**src/rtl/pipeline_ctrl.sv**
```systemverilog
// pipeline_ctrl: stall/flush/halt controller for the 5-stage 16-bit pipeline.
// Produces the pipeline-register write enables, IF/ID flush and ID/EX bubble
// controls. It also drains the pipeline after HLT and keeps a saturating
// count of stalled cycles.
module pipeline_ctrl #(
    parameter int DRAIN_CYCLES = 2,
    parameter int CNT_W        = 16
) (
    input  logic             clk,
    input  logic             rst,
    input  logic [3:0]       ID_Rs,
    input  logic [3:0]       ID_Rt,
    input  logic             ID_uses_rs,
    input  logic             ID_uses_rt,
    input  logic [3:0]       EX_Rd,
    input  logic             EX_MemRead,
    input  logic             ID_branch_taken,
    input  logic             ID_halt,
    input  logic             mem_stall,
    output logic             pc_wen,
    output logic             if_id_wen,
    output logic             id_ex_wen,
    output logic             ex_mem_wen,
    output logic             mem_wb_wen,
    output logic             if_id_flush,
    output logic             id_ex_bubble,
    output logic             halt_done,
    output logic [CNT_W-1:0] stall_cycles
);

    // Drain counter must be able to hold DRAIN_CYCLES (at least 1 bit wide).
    localparam int CW = (DRAIN_CYCLES < 1) ? 1 : $clog2(DRAIN_CYCLES + 1);

    typedef enum logic [1:0] {
        S_RUN    = 2'd0,
        S_DRAIN  = 2'd1,
        S_HALTED = 2'd2
    } state_t;

    state_t           r_state;
    state_t           w_next_state;
    logic [CW-1:0]    r_cnt;
    logic [CW-1:0]    w_next_cnt;
    logic             r_halt_done;
    logic [CNT_W-1:0] r_stall_cycles;
    logic             w_load_use;
    logic             w_stall_evt;

    // A load in EX whose destination feeds a used ID operand (R0 never counts).
    assign w_load_use = EX_MemRead & (EX_Rd != 4'd0) &
                        ((ID_uses_rs & (ID_Rs == EX_Rd)) |
                         (ID_uses_rt & (ID_Rt == EX_Rd)));

    // A stalled cycle is a frozen or load-use cycle in RUN, or a frozen DRAIN cycle.
    assign w_stall_evt = ((r_state == S_RUN) & (mem_stall | w_load_use)) |
                         ((r_state == S_DRAIN) & mem_stall);

    // State register, drain counter, halt flag and saturating stall counter.
    always_ff @(posedge clk) begin
        if (rst) begin
            r_state        <= S_RUN;
            r_cnt          <= {CW{1'b0}};
            r_halt_done    <= 1'b0;
            r_stall_cycles <= {CNT_W{1'b0}};
        end else begin
            r_state     <= w_next_state;
            r_cnt       <= w_next_cnt;
            r_halt_done <= (w_next_state == S_HALTED);
            if (w_stall_evt && (r_stall_cycles != {CNT_W{1'b1}})) begin
                r_stall_cycles <= r_stall_cycles + {{(CNT_W-1){1'b0}}, 1'b1};
            end else begin
                r_stall_cycles <= r_stall_cycles;
            end
        end
    end

    // Next-state logic: HLT only counts as accepted when nothing outranks it.
    always_comb begin
        w_next_state = r_state;
        w_next_cnt   = r_cnt;
        case (r_state)
            S_RUN: begin
                if (!mem_stall && !w_load_use && ID_halt) begin
                    w_next_state = S_DRAIN;
                    w_next_cnt   = CW'(DRAIN_CYCLES);
                end else begin
                    w_next_state = S_RUN;
                end
            end
            S_DRAIN: begin
                if (mem_stall) begin
                    w_next_state = S_DRAIN;
                end else if (r_cnt == {CW{1'b0}}) begin
                    w_next_state = S_HALTED;
                end else begin
                    w_next_cnt = r_cnt - {{(CW-1){1'b0}}, 1'b1};
                end
            end
            S_HALTED: begin
                w_next_state = S_HALTED;
            end
            default: begin
                w_next_state = S_RUN;
                w_next_cnt   = {CW{1'b0}};
            end
        endcase
    end

    // Output decode: enables, flush and bubble, with zero latency from hazards.
    always_comb begin
        pc_wen       = 1'b0;
        if_id_wen    = 1'b0;
        id_ex_wen    = 1'b0;
        ex_mem_wen   = 1'b0;
        mem_wb_wen   = 1'b0;
        if_id_flush  = 1'b0;
        id_ex_bubble = 1'b0;
        if (rst) begin
            pc_wen = 1'b0;
        end else begin
            case (r_state)
                S_RUN: begin
                    if (mem_stall) begin
                        pc_wen = 1'b0;
                    end else if (w_load_use) begin
                        id_ex_wen    = 1'b1;
                        id_ex_bubble = 1'b1;
                        ex_mem_wen   = 1'b1;
                        mem_wb_wen   = 1'b1;
                    end else if (ID_halt) begin
                        id_ex_wen  = 1'b1;
                        ex_mem_wen = 1'b1;
                        mem_wb_wen = 1'b1;
                    end else if (ID_branch_taken) begin
                        pc_wen      = 1'b1;
                        if_id_wen   = 1'b1;
                        id_ex_wen   = 1'b1;
                        ex_mem_wen  = 1'b1;
                        mem_wb_wen  = 1'b1;
                        if_id_flush = 1'b1;
                    end else begin
                        pc_wen     = 1'b1;
                        if_id_wen  = 1'b1;
                        id_ex_wen  = 1'b1;
                        ex_mem_wen = 1'b1;
                        mem_wb_wen = 1'b1;
                    end
                end
                S_DRAIN: begin
                    if (mem_stall) begin
                        pc_wen = 1'b0;
                    end else begin
                        id_ex_wen    = 1'b1;
                        id_ex_bubble = 1'b1;
                        ex_mem_wen   = 1'b1;
                        mem_wb_wen   = 1'b1;
                    end
                end
                S_HALTED: begin
                    pc_wen = 1'b0;
                end
                default: begin
                    pc_wen = 1'b0;
                end
            endcase
        end
    end

    assign halt_done    = r_halt_done & ~rst;
    assign stall_cycles = r_stall_cycles;

endmodule

```
**config.mk**
```make
export PLATFORM = sky130hd
export DESIGN_NAME = pipeline_ctrl
export DESIGN_NICKNAME = d
export VERILOG_FILES = /design/src/rtl/pipeline_ctrl.sv
export SDC_FILE = /design/constraint.sdc
export NUM_CORES = 1
export LEC_CHECK = 0
export BUFFER_PORTS_ARGS = -buffer_cell sky130_fd_sc_hd__buf_2
export CAP_MARGIN = 30
export CORE_MARGIN = 5
export CORE_UTILIZATION = 25
export CTS_CLUSTER_DIAMETER = 150
export DETAILED_ROUTE_END_ITERATION = 7
export SYNTH_ARGS = -nofsm -noshare
export SYNTH_HDL_FRONTEND = slang
export SYNTH_SLANG_ARGS = --single-unit
```
**constraint.sdc**
```tcl
create_clock -name clk -period 3.5 [get_ports clk]
set_input_delay 0.35 -clock clk [delete_from_list [all_inputs] [get_ports clk]]
set_output_delay 0.35 -clock clk [all_outputs]
set_load 0.03 [all_outputs]
```
==> out/results.tsv, run 1 <==
stage	metric	value	unit
setup_path	CP max FO	4	
synth	Compound-Gate Fraction of Synth Area	15.7	%
drt	Via density	4.74	
setup_path	slowest CP cell	o41a_1	
clocking	CTS Buffer Depth	2	
floorplan	Starting Density	26.0	%
grt	met2 GRT Util	14.9	%
status	status	finished, final reports clean	
synth	Mean Syn Cell Area	8.51	µm²
setup_path	CP cell instances	buf_2, o41a_1, nand3_1, nor4_4, or3_4, nor4_2, and2_1, buf_2	
synth	main combinational cell family by area after synthesis	simple AND/OR/NAND/NOR gates	
setup_path	Crit path depth	8	
setup_path	delay-heaviest family, CP	simple AND/OR/NAND/NOR gates	
floorplan	num ports	44	
clocking	worst-skew pair later-pin latency	260	ps
synth	post-synth cell types	45	
final_layout	Final Core Density	31.6	%
min_path	Hold Path Depth	3	
setup_path	sum of buffers and inverters on the critical path	2	
setup_path	crit end category	output port	
power_and_ir_drop	Combinational Power Share	18.3	%
setup_path	worst stage delay on the critical path	440	ps
grt	gr ovfl total	0	
sta	final hold viol count	0	
synth	synthesized cell area	1350	µm²
drt	Post-route DRC	0	
synth	XOR/XNOR Fraction of Synth Area	5.21	%
setup_path	Crit Path Class	in -> out	
power_and_ir_drop	switching power	145	µW
synth	mux share of post-synthesis cell area	4.09	%
setup_path	CP Launch Type	input pin	
clocking	Root Buffer	clkbuf_8	
drt	initial drt markers	34	
min_path	worst min path class	in -> reg	
final_layout	most frequent cells in the layout	buf_2 (43), dfxtp_1 (21), nor2_1 (13), a21oi_1 (13), nand3_1 (11)	
grt	largest net degree at the start of global routing	29	
sta	Peak Freq	399	MHz
sta	RSZ-0062 raised after global routing	false	
sta	worst rel slew slack	67.3	%
drt	Routed Antenna Nets	0	
synth	Syn. warnings	0	
synth	Post-synth top flop	dfxtp_1	
clocking	Worst-path clk slew	70	ps
setup_path	Arr. time, crit path	2160	ps
setup_path	CP required	3150	ps
final_layout	most common cell after layout, fill and taps aside	buf_2	
sta	setup TNS	0	ps
clocking	clk sinks	21	
clocking	postcts setup bufs	0	
final_layout	Area growth, synth to finish	21.4	%
floorplan	Die Width	83.4	µm
power_and_ir_drop	pwr dens	310	nW/µm²
grt	vias in the first global route	1147	
drt	drt pass-1 iters	4	
setup_path	FF-to-FF path depth	7	
floorplan	die area	6950	µm²
drt	drt total wl	3.23	mm
synth	Seq cells post-synth	21	
setup_path	CP most frequent cell	buf_2	
final_layout	Final Instance Area	1630	µm²
final_layout	NumNets Final	219	
synth	Seq/Total Area, Yosys	31.3	%
synth	Syn Nets	180	
sta	Final setup viols	0	
sta	Least-Margin Pin Slew	491	ps
sta	Fin Clk Skew	4.41	ps
clocking	H-tree depth	1	
floorplan	placement row count	26	
sta	Final Max Slew Viols	0	
placement	number of buffers added on ports	43	
grt	Most Used Layer, Global Route	met2	
final_layout	share of cells above drive strength 1	31.1	%
power_and_ir_drop	VDD IR-drop max	0.000263	V
power_and_ir_drop	Pint	361	µW
power_and_ir_drop	Reg power frac	50.1	%
drt	WL per Instance	12.1	µm
clocking	Num CTS Buffers	3	
power_and_ir_drop	switching share of power	28.7	%
final_layout	fillers	551	
placement	GPL Wtd Cong	0.750	
grt	GR Layer Usage met1	12.4	%
synth	Post-synth EDFFs	0	
grt	grt met3 use	2.87	%
sta	min cycle time layout	2510	ps
grt	GRT Resource Usage Total	9.22	%
clocking	CTS tree	yes	
sta	Tcrit/Tclk final	71.7	%
floorplan	die height	83.4	µm
clocking	post_cts resized	0	
synth	Post-Synth Adder-Cell Area	1.86	%
drt	Vias	1260	
placement	placed wire-length estimate	2.50	mm
grt	initial antenna violation count	0	
placement	DP Area	1590	µm²
job	maxcap violations	0	
final_layout	n_diodes	0	
floorplan	CORE AREA	5170	µm²
synth	Post-Synth Simple-Gate Area	36.0	%
power_and_ir_drop	clock share of power	31.6	%
synth	Async SR Flop Fraction	0	%
synth	cell count after synthesis	158	
clocking	# hold bufs at CTS	0	
power_and_ir_drop	P_leak	0.000624	µW
grt	first-pass GRT wire length	5.50	mm
==> worst min-delay path: stages <==
cell	delay, ps
buf_2	120
nand4b_1	110
o21ai_0	90
==> Yosys cell counts, types with 3 or more instances <==
| master | count | share of area, % |
|---|---|---|
| dfxtp_1 | 21 | 31 |
| a21oi_1 | 13 | 4.8 |
| nor2_1 | 13 | 3.6 |
| nand3_1 | 11 | 4.1 |
| nand2_1 | 9 | 2.5 |
| nor2b_1 | 6 | 2.8 |
| or4_1 | 6 | 3.3 |
| xor2_1 | 6 | 3.9 |
| clkbuf_1 | 5 | 1.4 |
| nand2b_1 | 5 | 2.3 |
| nor3_1 | 5 | 1.9 |
| o31ai_1 | 5 | 2.8 |
| o21ai_1 | 4 | 1.5 |
| or3_1 | 4 | 1.9 |
| buf_4 | 3 | 1.7 |
| inv_1 | 3 | 0.84 |
| mux2_4 | 3 | 3.3 |
==> power groups by stage <==
stage                     combinational (µW)  clock [µW]  sequential (µW)
after global routing                     103         175              255
after CTS                               93.8         166              253
after global placement                  93.3           0              259
final                                   92.9         160              254
after detailed placement                93.4           0              259
after floorplan                         66.4           0              262
==> through the flow <==
step                      setup WS, ps  std cells  power [µW]  hold slack [ps]
after floorplan                    709        158         328              485
after global placement            1010        262         352              475
after detailed placement           981        262         353              490
after CTS                          972        266         513              417
after global routing               881        266         532              441
final                              991        266         506              435
==> logic make-up (layout without fill, tap and decap cells) <==
group / Yosys count / after routing
multiplexers: 4 / 4
AND/OR/NAND/NOR: 77 / 77
buffers and inverters: 13 / 51
adder cells (fa/ha/maj): 2 / 2
AO/OA/AOI/OAI: 33 / 33
XOR/XNOR: 8 / 8
flip-flops: 21 / 21
==> cell type report <==
class / count / area, µm² / share of cell area (%)
clock buffer: 4 / 45.0 / 2.76
inverter: 3 / 11.3 / 0.690
multi-input combinational: 124 / 846 / 51.8
sequential: 21 / 420 / 25.7
tap: 70 / 87.6 / 5.36
timing repair buffer: 44 / 223 / 13.6
==> layer usage <==
| metal | up-vias | wire length (µm) |
|---|---|---|
| met1 | 583 | 1510 |
| li1 | 655 | - |
| met2 | 20 | 1560 |
| met5 | - | 0 |
| met4 | 0 | 14 |
| met3 | 2 | 146 |
==> flip-flops by register name, summed over array words and instances, names as in the netlist <==
signal,count
stall_cycles,16
r_cnt,2
r_state,2
r_halt_done,1
==> worst paths after layout <==
| path | start | to | slack (ps) |
|---|---|---|---|
| hold / removal | ID_halt | r_cnt[1] | 430 |
| setup reg to reg | stall_cycles[3] | stall_cycles[2] | 1380 |
| setup / recovery | EX_Rd[0] | if_id_flush | 990 |
| hold reg to reg | stall_cycles[10] | stall_cycles[10] | 500 |
Note: power is estimated with default switching activity, not from simulation.
==> inputs of run 2 (changes only) <==
==> constraint.sdc (replaced) <==
create_clock -name clk -period 2.2 [get_ports clk]
set_input_delay 0.22 -clock clk [delete_from_list [all_inputs] [get_ports clk]]
set_output_delay 0.22 -clock clk [all_outputs]
set_load 0.03 [all_outputs]
==> out/results.tsv, run 2 (same netlist as run 1, synthesis figures left out) <==
stage	metric	value	unit	change
floorplan	placement row count	26		unchanged
clocking	clk sinks	21		unchanged
drt	Routed Antenna Nets	0		unchanged
grt	gr ovfl total	0		unchanged
setup_path	Crit Path Class	in -> out		
clocking	worst-skew pair later-pin latency	270	ps	about the same
power_and_ir_drop	P_leak	0.000687	µW	+10%
clocking	Num CTS Buffers	3		unchanged
clocking	H-tree depth	1		unchanged
status	status	finished, final reports clean		
placement	number of cells after detailed placement	272		+3.8%
sta	RSZ-0062 raised after global routing	false		
drt	metal2 WL	1.61	mm	+3.3%
drt	DR top layer	met4		
drt	drt total wl	3.27	mm	+1.4%
floorplan	die area	6950	µm²	unchanged
clocking	CTS Buffer Depth	2		unchanged
setup_path	Arr. time, crit path	1830	ps	-330 ps
final_layout	max reg flops	16		unchanged
drt	Post-route DRC	0		unchanged
final_layout	NumNets Final	229		+4.6%
sta	worst rel slew slack	74.7	%	+7.4 points
final_layout	Final Instance Area	1750	µm²	+6.9%
final_layout	Final Core Density	33.7	%	+2.2 points
setup_path	CP Launch Type	input pin		
sta	Final setup viols	0		unchanged
final_layout	fin cells	276		+3.8%
setup_path	CP required	1980	ps	-1170 ps
setup_path	CP max FO	3		-1
grt	GRT Resource Usage Total	9.04	%	-0.18 points
drt	met3 WL post-DR	105	µm	-28%
floorplan	Starting Density	26.0	%	unchanged
final_layout	Area growth, synth to finish	29.8	%	
sta	Least-Margin Pin Slew	379	ps	-112 ps
clocking	Root Buffer	clkbuf_8		
grt	largest net degree at the start of global routing	28		-3.4%
final_layout	fillers	561		+1.8%
floorplan	die height	83.4	µm	unchanged
sta	min cycle time layout	2050	ps	
placement	placed wire-length estimate	2.53	mm	+1.3%
drt	initial drt markers	54		+59%
clocking	CTS tree	yes		
placement	number of buffers added on ports	43		unchanged
placement	DP Area	1690	µm²	+6.5%
drt	Vias	1279		+1.5%
grt	first-pass GRT wire length	5.40	mm	-1.8%
min_path	worst min path class	in -> reg		
clocking	postcts setup bufs	0		unchanged
floorplan	num ports	44		unchanged
placement	GPL Wtd Cong	0.739		-1.5%
drt	drt pass-1 iters	4		unchanged
final_layout	most common cell after layout, fill and taps aside	buf_2		
sta	Final Max Slew Viols	0		unchanged
clocking	Worst-path clk slew	80	ps	about the same
sta	Hold Slack	270	ps	-165 ps
job	maxcap violations	0		unchanged
sta	Peak Freq	487	MHz	
final_layout	most frequent cells in the layout	buf_2 (42), dfxtp_1 (21), nor2_1 (13), a21oi_1 (13), buf_4 (11)		
sta	Fin Clk Skew	7.03	ps	+2.62 ps
final_layout	n_diodes	0		unchanged
drt	WL per Instance	11.9	µm	-2.3%
grt	vias in the first global route	1159		+1.0%
floorplan	Die Width	83.4	µm	unchanged
final_layout	share of cells above drive strength 1	36.4	%	+5.3 points
drt	Via density	4.63		-2.2%
sta	Tcrit/Tclk final	93.4	%	
power_and_ir_drop	pwr dens	476	nW/µm²	+53%
sta	final hold viol count	0		unchanged
grt	initial antenna violation count	0		unchanged
floorplan	CORE AREA	5170	µm²	unchanged
setup_path	crit end category	output port		
drt	M1 WL	1.54	mm	+1.6%
power_and_ir_drop	VDD IR-drop max	0.000333	V	+26%
## run 2: cell count changes in the layout (fill, tap and decap cells not counted), sizes merged
cell	previous run	this run
clkinv	0	1
clkbuf	4	3
buf	44	54
## run 2: metal layers
metal / global-route usage, % / vias up
li1: - / 676
met1: 11.3 / 581
met2: 15.4 / 18
met3: 2.38 / 4
met4: 2.23 / 0
met5: 0 / -
## run 2: layout make-up
type,instances,area [µm²],share of cell area (%)
clock buffers,3,41.3,2.37
clock inverters,1,5.00,0.287
inverters,3,11.3,0.645
multi-input cells,124,867,49.7
flip-flops and latches,21,420,24.1
well taps,70,87.6,5.02
repair buffers,54,313,17.9
## run 2: per-stage QoR
stage | setup WS [ps] | TNS, ps | total power (µW)
global placement | 20.6 | 0 | 580
finish | 145 | 0 | 830
CTS | 13.8 | 0 | 841
detailed placement | -3.18 | -3.18 | 581
global route | 59.3 | 0 | 875
floorplan | -56.9 | -67.1 | 525
## run 2: critical path, cell delays in order
cell and delay, ps:
buf_2 110, o41a_1 460, nand3_2 120, nor4_4 40, or3_4 390, nor4_4 170, and2_4 180, buf_4 150
## run 2: final timing paths
kind                    startpoint          endpoint  slack [ps]  cells after the start
hold reg to reg   stall_cycles[10]  stall_cycles[10]         500                      2
hold / removal             ID_halt          r_cnt[1]         270                      3
setup / recovery          EX_Rd[0]       if_id_flush         150                      8
setup reg to reg   stall_cycles[1]   stall_cycles[2]         210                      7
## run 2: power breakdown
group	leakage, µW	switching [µW]	internal [µW]
registers	0.000170	11.7	390
logic	0.000491	100	70.4
clock network	0.0000255	131	126
total	0.000687	243	587
## run 2: timing repair
item | CTS | global route
cloned | 0 | 0
pin swaps | 0 | 1
setup endpoints to repair | 1 | 1
hold buffers | 0 | 0
gates resized for setup | 1 | 1
==> inputs of run 3 (changes only) <==
--- a/config.mk
+++ b/config.mk
@@ -11,6 +11,7 @@
 export CORE_UTILIZATION = 25
 export CTS_CLUSTER_DIAMETER = 150
 export DETAILED_ROUTE_END_ITERATION = 7
+export PLACE_DENSITY = 0.5
 export SYNTH_ARGS = -nofsm -noshare
 export SYNTH_HDL_FRONTEND = slang
 export SYNTH_SLANG_ARGS = --single-unit
==> out/results.tsv, run 3 (same netlist as run 1, synthesis figures left out) <==
stage	metric	value	unit	change
status	status	finished, final reports clean		
final_layout	share of cells above drive strength 1	36.5	%	+0.13 points
clocking	worst-skew pair later-pin latency	260	ps	about the same
placement	placed wire-length estimate	2.64	mm	+4.2%
setup_path	R2R Path End	stall_cycles[2]		
grt	first-pass GRT wire length	5.99	mm	+11%
floorplan	placement row count	26		unchanged
drt	Via density	4.64		+0.13%
drt	WL per Instance	12.2	µm	+3.0%
floorplan	Die Width	83.4	µm	unchanged
grt	vias in the first global route	1259		+8.6%
placement	GPL Wtd Cong	0.758		+2.7%
final_layout	most frequent cells in the layout	buf_2 (42), dfxtp_1 (21), nor2_1 (13), a21oi_1 (13), buf_4 (13)		
sta	Tcrit/Tclk final	92.6	%	-0.83 points
sta	Final setup viols	0		unchanged
drt	drt total wl	3.40	mm	+3.8%
final_layout	fillers	553		-1.4%
drt	drt pass-1 iters	2		-2
final_layout	register area	420	µm²	unchanged
clocking	CTS Buffer Depth	2		unchanged
drt	Routed Antenna Nets	0		unchanged
grt	initial antenna violation count	0		unchanged
grt	GRT Resource Usage Total	10.2	%	+1.2 points
drt	Vias	1290		+0.86%
final_layout	area of the multi-input gates	867	µm²	unchanged
floorplan	die height	83.4	µm	unchanged
final_layout	Final Core Density	34.0	%	+0.27 points
setup_path	Crit Path Class	in -> out		
setup_path	Arr. time, crit path	1820	ps	about the same
setup_path	r2r startpoint	stall_cycles[1]		
final_layout	max reg flops	16		unchanged
floorplan	num ports	44		unchanged
placement	pre-CTS setup slack	4.44	ps	+7.62 ps
setup_path	FF-to-FF path depth	7		unchanged
sta	Fin Clk Skew	4.39	ps	-2.64 ps
grt	largest net degree at the start of global routing	28		unchanged
clocking	Worst-path clk slew	70	ps	about the same
drt	Post-route DRC	0		unchanged
sta	worst rel slew slack	74.3	%	-0.35 points
sta	RSZ-0062 raised after global routing	false		
sta	setup TNS	0	ps	unchanged
clocking	CTS tree	yes		
clocking	# hold bufs at CTS	0		unchanged
sta	Least-Margin Pin Slew	384	ps	+5.27 ps
sta	final setup margin	163	ps	+18.2 ps
clocking	H-tree depth	1		unchanged
setup_path	CP Launch Type	input pin		
setup_path	CP max FO	3		unchanged
min_path	worst min path class	in -> reg		
sta	final hold viol count	0		unchanged
sta	Final Max Slew Viols	0		unchanged
floorplan	Starting Density	26.0	%	unchanged
power_and_ir_drop	pwr dens	472	nW/µm²	-0.66%
floorplan	die area	6950	µm²	unchanged
final_layout	Area growth, synth to finish	30.8	%	
job	maxcap violations	0		unchanged
sta	min cycle time layout	2040	ps	-18.2 ps
final_layout	n_diodes	0		unchanged
clocking	Num CTS Buffers	3		unchanged
clocking	clk sinks	21		unchanged
power_and_ir_drop	P_leak	0.000694	µW	+1.1%
final_layout	NumNets Final	231		+0.87%
setup_path	Setup crit end	if_id_flush		
clocking	Root Buffer	clkbuf_8		
final_layout	most common cell after layout, fill and taps aside	buf_2		
grt	gr ovfl total	0		unchanged
power_and_ir_drop	VDD IR-drop max	0.000302	V	-9.2%
setup_path	CP required	1980	ps	about the same
drt	initial drt markers	44		-19%
setup_path	flop-to-flop setup slack	180	ps	-30 ps
setup_path	crit end category	output port		
placement	number of buffers added on ports	43		unchanged
floorplan	CORE AREA	5170	µm²	unchanged
setup_path	Worst Setup SP	EX_Rd[0]		
sta	Peak Freq	491	MHz	+0.90%
-- run 3: cell types whose count changed in the layout (fill, tap and decap cells not counted), sizes merged --
cell | before | now
clkinv | 1 | 0
clkbuf | 3 | 4
buf | 54 | 56
-- run 3: repair_timing --
item / in CTS / in global routing
resized for setup: 1 / 1
pin swaps: 0 / 1
setup endpoints to repair: 1 / 1
setup buffers: 0 / 0
-- run 3: cell type report --
class | count | area share [%]
Clock buffer | 4 | 2.56
Timing Repair Buffer | 56 | 18.6
Multi-Input combinational cell | 124 | 49.3
Tap cell | 70 | 4.98
Inverter | 3 | 0.640
Sequential cell | 21 | 23.9
-- run 3: worst min path at each step --
stage	start	end	slack (ps)	cells after the start
floorplan	ID_halt	r_cnt[1]	380	2
global placement	stall_cycles[10]	stall_cycles[10]	480	2
detailed placement	stall_cycles[10]	stall_cycles[10]	490	2
CTS	rst	r_state[0]	280	3
global route	rst	r_state[0]	310	3
finish	rst	r_state[0]	290	3
-- run 3: layer usage --
| layer | GRT usage, % | wire length [µm] |
|---|---|---|
| met3 | 3.07 | 116 |
| met1 | 13.5 | 1680 |
| met4 | 2.23 | 22 |
| met2 | 16.3 | 1580 |
| met5 | 0 | 0 |
-- run 3: through the flow --
| stage | total power [µW] | area, µm² | hold WS [ps] | std cells |
|---|---|---|---|---|
| after CTS | 845 | 1750 | 285 | 278 |
| after detailed placement | 584 | 1710 | 486 | 274 |
| final | 831 | 1760 | 293 | 278 |
| after global placement | 584 | 1710 | 482 | 274 |
| after floorplan | 525 | 1360 | 378 | 158 |
| after global routing | 878 | 1760 | 311 | 278 |
-- run 3: worst max-delay path: stages --
cell     delay [ps]
buf_2           110
o41a_1          460
nand3_2         110
nor4_4           40
or3_4           390
nor4_4          170
and2_4          180
buf_4           150
-- run 3: report_power, final --
| part | internal (µW) | total [µW] | switching (µW) | leakage, µW |
|---|---|---|---|---|
| Combinational | 71.5 | 173 | 101 | 0.000501 |
| Clock | 129 | 256 | 127 | 0.0000228 |
| Sequential | 390 | 402 | 11.8 | 0.000170 |
| Total | 591 | 831 | 240 | 0.000694 |
